File: src/rtl/frightened_timer.sv
// Frightened-mode timer: power-pellet countdown in frame ticks, end warning and ghost-eating combo score.
// Optional FRIGHT_PAUSE_EN: when defined, i_pause freezes the countdown; otherwise i_pause is ignored.
module frightened_timer #(
    parameter int FRIGHT_FRAMES = 360,
    parameter int WARN_FRAMES   = 120
) (
    input  logic        i_clk,
    input  logic        i_rst_n,
    input  logic        i_frame_tick,
    input  logic        i_power_pellet_eaten,
    input  logic        i_ghost_eaten,
    input  logic        i_pause,
    output logic        o_frightened,
    output logic        o_frightened_mode_come_to_end,
    output logic        o_fright_start,
    output logic        o_fright_end,
    output logic [9:0]  o_frames_left,
    output logic [10:0] o_eat_score,
    output logic        o_eat_score_valid,
    output logic [1:0]  o_state
);

    // Handshake: all event inputs are single-cycle pulses sampled on the rising edge;
    // every output is registered and reflects those pulses exactly one cycle later.
    typedef enum logic [1:0] {
        F_IDLE   = 2'd0,
        F_ACTIVE = 2'd1,
        F_WARN   = 2'd2
    } state_t;

    localparam logic [9:0]  FRIGHT_LOAD = 10'(FRIGHT_FRAMES);
    localparam logic [9:0]  WARN_LEVEL  = 10'(WARN_FRAMES);
    localparam logic [10:0] BASE_SCORE  = 11'd200;

    state_t      state, state_n;
    logic [9:0]  count_n, count_dec;
    logic [1:0]  combo, combo_n;
    logic [10:0] score_n;
    logic        start_n, end_n, valid_n;
    logic        frozen, active;

`ifdef FRIGHT_PAUSE_EN
    assign frozen = i_pause;
`else
    logic unused_pause;
    assign unused_pause = i_pause;
    assign frozen       = 1'b0;
`endif

    assign active    = (state != F_IDLE);
    assign count_dec = o_frames_left - 10'd1;
    assign o_state   = state;

    always_comb begin
        state_n = state;
        count_n = o_frames_left;
        combo_n = combo;
        score_n = o_eat_score;
        start_n = 1'b0;
        end_n   = 1'b0;
        valid_n = 1'b0;

        // The ghost is scored at the combo index in force before any reload or expiry this cycle.
        if (i_ghost_eaten && active) begin
            score_n = BASE_SCORE << combo;
            valid_n = 1'b1;
            if (combo != 2'd3) combo_n = combo + 2'd1;
        end

        if (i_frame_tick && active && !frozen) begin
            count_n = count_dec;
            if (count_dec == 10'd0) begin
                state_n = F_IDLE;
                end_n   = 1'b1;
                combo_n = 2'd0;
            end else if (count_dec <= WARN_LEVEL) begin
                state_n = F_WARN;
            end else begin
                state_n = F_ACTIVE;
            end
        end

        // A reload wins over a same-cycle expiry.
        if (i_power_pellet_eaten) begin
            state_n = F_ACTIVE;
            count_n = FRIGHT_LOAD;
            combo_n = 2'd0;
            start_n = 1'b1;
            end_n   = 1'b0;
        end
    end

    always_ff @(posedge i_clk) begin
        if (!i_rst_n) begin
            state                         <= F_IDLE;
            combo                         <= 2'd0;
            o_frames_left                 <= 10'd0;
            o_eat_score                   <= 11'd0;
            o_eat_score_valid             <= 1'b0;
            o_fright_start                <= 1'b0;
            o_fright_end                  <= 1'b0;
            o_frightened                  <= 1'b0;
            o_frightened_mode_come_to_end <= 1'b0;
        end else begin
            state                         <= state_n;
            combo                         <= combo_n;
            o_frames_left                 <= count_n;
            o_eat_score                   <= score_n;
            o_eat_score_valid             <= valid_n;
            o_fright_start                <= start_n;
            o_fright_end                  <= end_n;
            o_frightened                  <= (state_n != F_IDLE);
            o_frightened_mode_come_to_end <= (state_n == F_WARN);
        end
    end

endmodule

File: config.mk
export PLATFORM = sky130hd
export DESIGN_NAME = frightened_timer
export DESIGN_NICKNAME = d
export VERILOG_FILES = /design/src/rtl/frightened_timer.sv
export SDC_FILE = /design/constraint.sdc
export NUM_CORES = 1
export LEC_CHECK = 0
export ABC_AREA = 1
export BUFFER_PORTS_ARGS = -buffer_cell sky130_fd_sc_hd__buf_2
export CAP_MARGIN = 20
export CORE_MARGIN = 5
export CORE_UTILIZATION = 40
export CTS_CLUSTER_DIAMETER = 120
export DETAILED_ROUTE_END_ITERATION = 10
export GPL_TIMING_DRIVEN = 0
export SYNTH_ARGS = -nofsm -noshare
export SYNTH_HDL_FRONTEND = slang
export SYNTH_SLANG_ARGS = --single-unit
File: constraint.sdc
create_clock -name i_clk -period 2.13 [get_ports i_clk]
set_input_delay 0.426 -clock i_clk [delete_from_list [all_inputs] [get_ports i_clk]]
set_output_delay 0.426 -clock i_clk [all_outputs]
set_load 0.05 [all_outputs]
==> flow_metrics.env, run 1 <==
export IMPL_slew_viol_final=0
export IMPL_grt_pass1_vias=1123
export IMPL_clk_latency_ns=0.32
export IMPL_crit_family="simple AND/OR/NAND/NOR gates"
export IMPL_cp_common_cell="nand2_1"
export IMPL_finalInstanceArea_mm2=0.00168
export IMPL_cts_sinks=27
export IMPL_vias_per_cell=4.38
export IMPL_fin_ws_ns=0.320
export IMPL_ys_seq_area_frac=0.375
export IMPL_postCtsSetupBuffers=0
export IMPL_grt_first_pass_wirelength_um=4970
export IMPL_cts_resized=0
export IMPL_fillers=366
export IMPL_rr_worst_depth=14
export IMPL_slew_headroom=0.628
export IMPL_core_area_mm2=0.00342
export IMPL_finalPower_mw=1.12
export IMPL_start_kind="flip-flop"
export IMPL_h_tree_depth=1
export IMPL_clk_pin_slew_worst_paths_ns=0.14
export IMPL_ant_nets=0
export IMPL_syn_to_final_growth_pct=16.4
export IMPL_dr_pass1_iters=4
export IMPL_hold_slack_ns=0.342
export IMPL_yosysUniqueCellTypes=26
export IMPL_num_io_pins=34
export IMPL_num_vias=1236
export IMPL_path_buf_inv=2
export IMPL_wl_per_cell_um=10.6
export IMPL_grt_overflow=0
export IMPL_tns_ns=0
export IMPL_intPower_uw=700
export IMPL_grt_start_max_net_pins=15
export IMPL_avgSynthCellArea_um2=7.18
export IMPL_io_buffers=29
export IMPL_die_w_um=70.1
export IMPL_outcome="complete, no violations"
export IMPL_skew_ns=0.00148
export IMPL_path_cells="inv_2, ha_1, nand2_1, inv_1, nand2_1, nand2_1, nor2_1, nand3_1, nor2_2, nand2_1, nand3_1, nand2_1, nand2_2, nand2_1"
export IMPL_cp_max_fo=10
export IMPL_synth_seq_cells=27
export IMPL_antenna_found_initial=0
export IMPL_power_frac_comb=0.303
export IMPL_r2r_setup_slack_ns=0.32
export IMPL_clkPwrFrac=0.200
export IMPL_yosysWarningCount=0
export IMPL_gp_congestion=0.789
export IMPL_holdPathStages=3
export IMPL_power_switching_uw=421
export IMPL_tightest_slew_ns=0.556
export IMPL_drc_errors=0
export IMPL_die_area_mm2=0.00491
export IMPL_drt_iter0_markers=44
export IMPL_wl_um=2980
export IMPL_clockBufferDepth=2
export IMPL_worstSetupEndpointType="flip-flop"
export IMPL_netlist_instances=201
export IMPL_fmax_mhz=553
export IMPL_cp_slowest_cell="dfxtp_1"
export IMPL_finalSetupViolations=0
export IMPL_arrival_ns=2.05
export IMPL_dpl_instance_area_mm2=0.00165
export IMPL_cp_slowest_stage_delay_ns=0.39
export IMPL_timing_final_crit_share=0.850
export IMPL_cap_viol_max_count=0
export IMPL_antennaDiodeCount=0
export IMPL_rsz0062_at_grt="false"
export IMPL_fp_dieH_um=70.1
export IMPL_tritoncts="built"
export IMPL_grtUsageTotal=0.121
export IMPL_root_buffer="clkbuf_4"
export IMPL_pre_cts_ws_ns=0.328
export IMPL_dp_hpwl_um=2360
export IMPL_switching_share=0.375
export IMPL_drive_above_1_share=0.250
export IMPL_critical_path_required_ns=2.37
export IMPL_cp_depth=14
export IMPL_synth_area_mm2=0.00144
export IMPL_ir_drop_mv=0.309
export IMPL_cts_made_buffers=3
export IMPL_p_leak_nw=0.887
export IMPL_seqPwrFrac=0.497
export IMPL_min_period_ns=1.81
export IMPL_hp_class="in -> reg"
export IMPL_ctsHoldBuffers=0
export IMPL_power_density_mw_per_mm2=668
export IMPL_start_util=0.422
export IMPL_critPathKind="reg -> reg"
export IMPL_fp_row_count=21
export IMPL_hold_viol=0
export IMPL_nets=251
## cells in the mapped netlist, drive strengths merged
master   n  share of area
nand2   42           0.12
nor2    40           0.13
inv     31          0.081
dfxtp   27           0.37
o21ai   15          0.052
nand3   13          0.049
ha       8          0.069
a21oi    6          0.021
buf      4          0.023
clkinv   2         0.0052
nand4    2         0.0087
o211ai   2          0.010
o221ai   2          0.012
xor2     2          0.023
a221oi   1         0.0061
a31oi    1         0.0043
clkbuf   1         0.0026
conb     1         0.0026
or2      1         0.0043
## final timing paths
| kind | end | from |
|---|---|---|
| max reg2reg | o_frightened | o_frames_left[0] |
| max | o_frightened | o_frames_left[0] |
| min | o_fright_start | i_power_pellet_eaten |
| min reg2reg | o_eat_score[6] | o_eat_score[6] |
## worst reg2reg max path, delay by kind of cell, from the launching register on
family / cells / cell delay, ns
adders and majority gates: 1 / 0.27
buffers and inverters: 2 / 0.17
DFF: 1 / 0.39
and+or+nand+nor: 11 / 0.90
## layout by cell type, fill, tap and decap left out, drive strengths merged
master,Yosys,final
o211ai,2,2
dfxtp,27,27
nand4,2,2
or2,1,1
a221oi,1,1
xor2,2,2
inv,31,31
conb,1,3
o221ai,2,2
nand2,42,42
clkinv,2,2
o21ai,15,15
nand3,13,13
a31oi,1,1
clkbuf,1,5
buf,4,33
nor2,40,40
a21oi,6,6
ha,8,8
## power groups by stage
stage	sequential [mW]	combinational [mW]	clock, mW
5_1_grt	0.562	0.372	0.254
4_1_cts	0.558	0.343	0.234
2_1_floorplan	0.658	0.184	0
3_3_place_gp	0.568	0.340	0
6_report	0.557	0.340	0.224
3_5_place_dp	0.568	0.342	0
## stage by stage
step           utilization  instances
2_1_floorplan            -        203
3_3_place_gp         0.484        278
3_5_place_dp         0.484        278
4_1_cts              0.492        282
5_1_grt              0.492        282
6_report             0.492        282
## area by class of cell
class,count,area [um2],area share
Sequential cell,27,541,0.322
Multi-Input combinational cell,138,748,0.446
Tap cell,46,57.6,0.0343
Inverter,33,124,0.0738
Buffer,5,37.5,0.0224
Clock buffer,4,26.3,0.0156
Timing Repair Buffer,29,145,0.0864
## sequential cells by signal, summed over array words and instances (netlist names)
register	cells
o_state	2
o_fright_end	1
o_frames_left	10
o_frightened_mode_come_to_end	1
o_eat_score	8
o_fright_start	1
combo	2
o_eat_score_valid	1
o_frightened	1
## layer usage
layer,part of all wire,wire (um),track usage
met1,0.52,1540,0.170
met2,0.43,1270,0.186
met3,0.051,151,0.0301
met4,0.0054,16,0.0319
met5,0,0,0
## cells by family after synthesis
kind of cell               count (synthesis)  synth area share
buffers and inverters                     38             0.112
xor gates and xnor gates                   2            0.0225
AOI/OAI and AO/OA                         27             0.106
DFF                                       27             0.375
adders and majority gates                  8            0.0694
and+or+nand+nor                           98             0.313
other                                      1           0.00260
No activity file was read; power rests on OpenSTA's default activity.
==> run 2, diff against run 1 <==
- clock period: 2.13 -> 1.7 ns (I/O delays scaled with it)
==> run 2 against run 1 <==
Against the previous run: critical path depth is 1 lower; wire length is 8.1% higher; register-to-register slack worse by 0.23 ns; first-iteration DRC count is 27% lower; worst hold slack worse by 0.10 ns; global-route usage is 0.48 points higher; sequential power is 27% higher; utilization is 3.7 points higher.
==> flow_metrics.env, run 2 (synthesis results as in run 1) <==
export IMPL_power_switching_uw=563
export IMPL_clk_latency_ns=0.33
export IMPL_worstSetupEndpointType="flip-flop"
export IMPL_mostFrequentLayoutCell="nand2_1"
export IMPL_dr_pass1_iters=4
export IMPL_core_area_mm2=0.00342
export IMPL_clockBufferDepth=2
export IMPL_cp_max_fo=5
export IMPL_wl_per_cell_um=11.3
export IMPL_num_vias=1296
export IMPL_multiInputGateArea_um2=823
export IMPL_antennaDiodeCount=0
export IMPL_regArea_um2=554
export IMPL_tightest_slew_ns=0.587
export IMPL_gp_congestion=0.777
export IMPL_fin_ws_ns=0.0942
export IMPL_pre_cts_ws_ns=-0.0780
export IMPL_h_tree_depth=1
export IMPL_start_util=0.422
export IMPL_critPathKind="reg -> reg"
export IMPL_largest_reg_flops=10
export IMPL_power_frac_comb=0.321
export IMPL_hold_viol=0
export IMPL_skew_ns=0.0156
export IMPL_root_buffer="clkbuf_4"
export IMPL_drt_iter0_markers=32
export IMPL_num_io_pins=34
export IMPL_grtUsageTotal=0.126
export IMPL_dp_hpwl_um=2400
export IMPL_die_w_um=70.1
export IMPL_fmax_mhz=623
export IMPL_die_area_mm2=0.00491
export IMPL_grt_start_max_net_pins=16
export IMPL_ir_drop_mv=0.485
export IMPL_syn_to_final_growth_pct=25.2
export IMPL_p_leak_nw=0.924
export IMPL_fp_row_count=21
export IMPL_finalSetupViolations=0
export IMPL_outcome="complete, no violations"
export IMPL_grt_overflow=0
export IMPL_dp_cells=278
export IMPL_cts_sinks=27
export IMPL_nets=254
export IMPL_cap_viol_max_count=0
export IMPL_grt_pass1_vias=1113
export IMPL_switching_share=0.386
export IMPL_top_register="o_frames_left"
export IMPL_timing_final_crit_share=0.945
export IMPL_wl_um=3220
export IMPL_arrival_ns=1.86
export IMPL_slew_headroom=0.607
export IMPL_ant_nets=0
export IMPL_drc_errors=0
export IMPL_vias_per_cell=4.55
export IMPL_tritoncts="built"
export IMPL_start_kind="flip-flop"
export IMPL_clkPwrFrac=0.196
export IMPL_reg_top3="o_frames_left: 10 flops, o_eat_score: 8 flops"
export IMPL_fin_cells=285
export IMPL_power_density_mw_per_mm2=809
export IMPL_seqPwrFrac=0.482
export IMPL_cts_made_buffers=3
export IMPL_antenna_found_initial=0
export IMPL_clk_pin_slew_worst_paths_ns=0.16
export IMPL_intPower_uw=898
export IMPL_io_buffers=29
export IMPL_rsz0062_at_grt="true"
export IMPL_final_cell_mix="nand2_1 (31), buf_2 (29), inv_1 (27), nor2_1 (26), dfxtp_1 (20)"
export IMPL_hp_class="in -> reg"
export IMPL_critical_path_required_ns=1.95
export IMPL_grt_first_pass_wirelength_um=5100
export IMPL_fillers=350
export IMPL_drive_above_1_share=0.351
export IMPL_min_period_ns=1.61
export IMPL_slew_viol_final=0
export IMPL_fp_dieH_um=70.1
==> run 2: per-layer routing <==
metal,share of wire,GRT usage,vias up
li1,-,-,700
met1,0.48,0.168,570
met2,0.45,0.192,22
met3,0.051,0.0387,4
met4,0.010,0.0447,0
met5,0,0,-
==> run 2: path summary, 6_finish.rpt <==
path	endpoint	cells past startpoint	slack [ns]	startpoint
worst max-delay path	o_frightened	13	0.09	o_frames_left[1]
worst max register to register	o_frightened	13	0.09	o_frames_left[1]
worst min-delay path	o_fright_start	3	0.24	i_power_pellet_eaten
worst min register to register	o_eat_score[6]	2	0.48	o_eat_score[6]
==> run 2: area by class of cell <==
cell class | count | share of cell area
multi-input combinational | 138 | 0.456
sequential | 27 | 0.307
timing repair buffer | 32 | 0.0949
inverter | 33 | 0.0742
tap | 46 | 0.0319
buffer | 5 | 0.0208
clock buffer | 3 | 0.0125
clock inverter | 1 | 0.00277
==> run 2: worst max-delay path, cell delays in order (launching register included) <==
cell	delay, ns
dfxtp_4	0.39
inv_4	0.06
ha_4	0.18
nand2_4	0.07
inv_2	0.06
nand3_1	0.06
nand2_1	0.11
nand3_1	0.13
nor2_4	0.16
nor2_2	0.05
nand3_1	0.07
nand2_1	0.06
nand2_2	0.08
nand2_1	0.06
==> run 2: power groups by stage <==
stage          logic, mW  clock network [mW]  registers (mW)
4_1_cts            0.434               0.301           0.699
3_3_place_gp       0.428                   0           0.711
5_1_grt            0.510               0.326           0.710
3_5_place_dp       0.429                   0           0.712
6_report           0.469               0.287           0.705
2_1_floorplan      0.231                   0           0.824
==> run 2: repair_timing <==
action | 4_1_cts | 5_1_grt
gates resized for setup | 2 | 23
pin swaps | 0 | 17
hold buffers | 0 | 0
setup buffers | 0 | 3
hold endpoints to repair | 0 | 0
endpoints found under the setup margin | 4 | 6
==> run 2: stage by stage <==
| step | TNS [ns] | utilization | cell area [um2] | hold slack (ns) | power, mW |
|---|---|---|---|---|---|
| floorplan | 0 | - | 1470 | 0.433 | 1.06 |
| global placement | -0.141 | 0.489 | 1670 | 0.460 | 1.14 |
| detailed placement | -0.172 | 0.489 | 1670 | 0.461 | 1.14 |
| CTS | 0 | 0.500 | 1710 | 0.235 | 1.43 |
| global route | -0.0697 | 0.529 | 1810 | 0.233 | 1.55 |
| finish | 0 | 0.529 | 1810 | 0.242 | 1.46 |
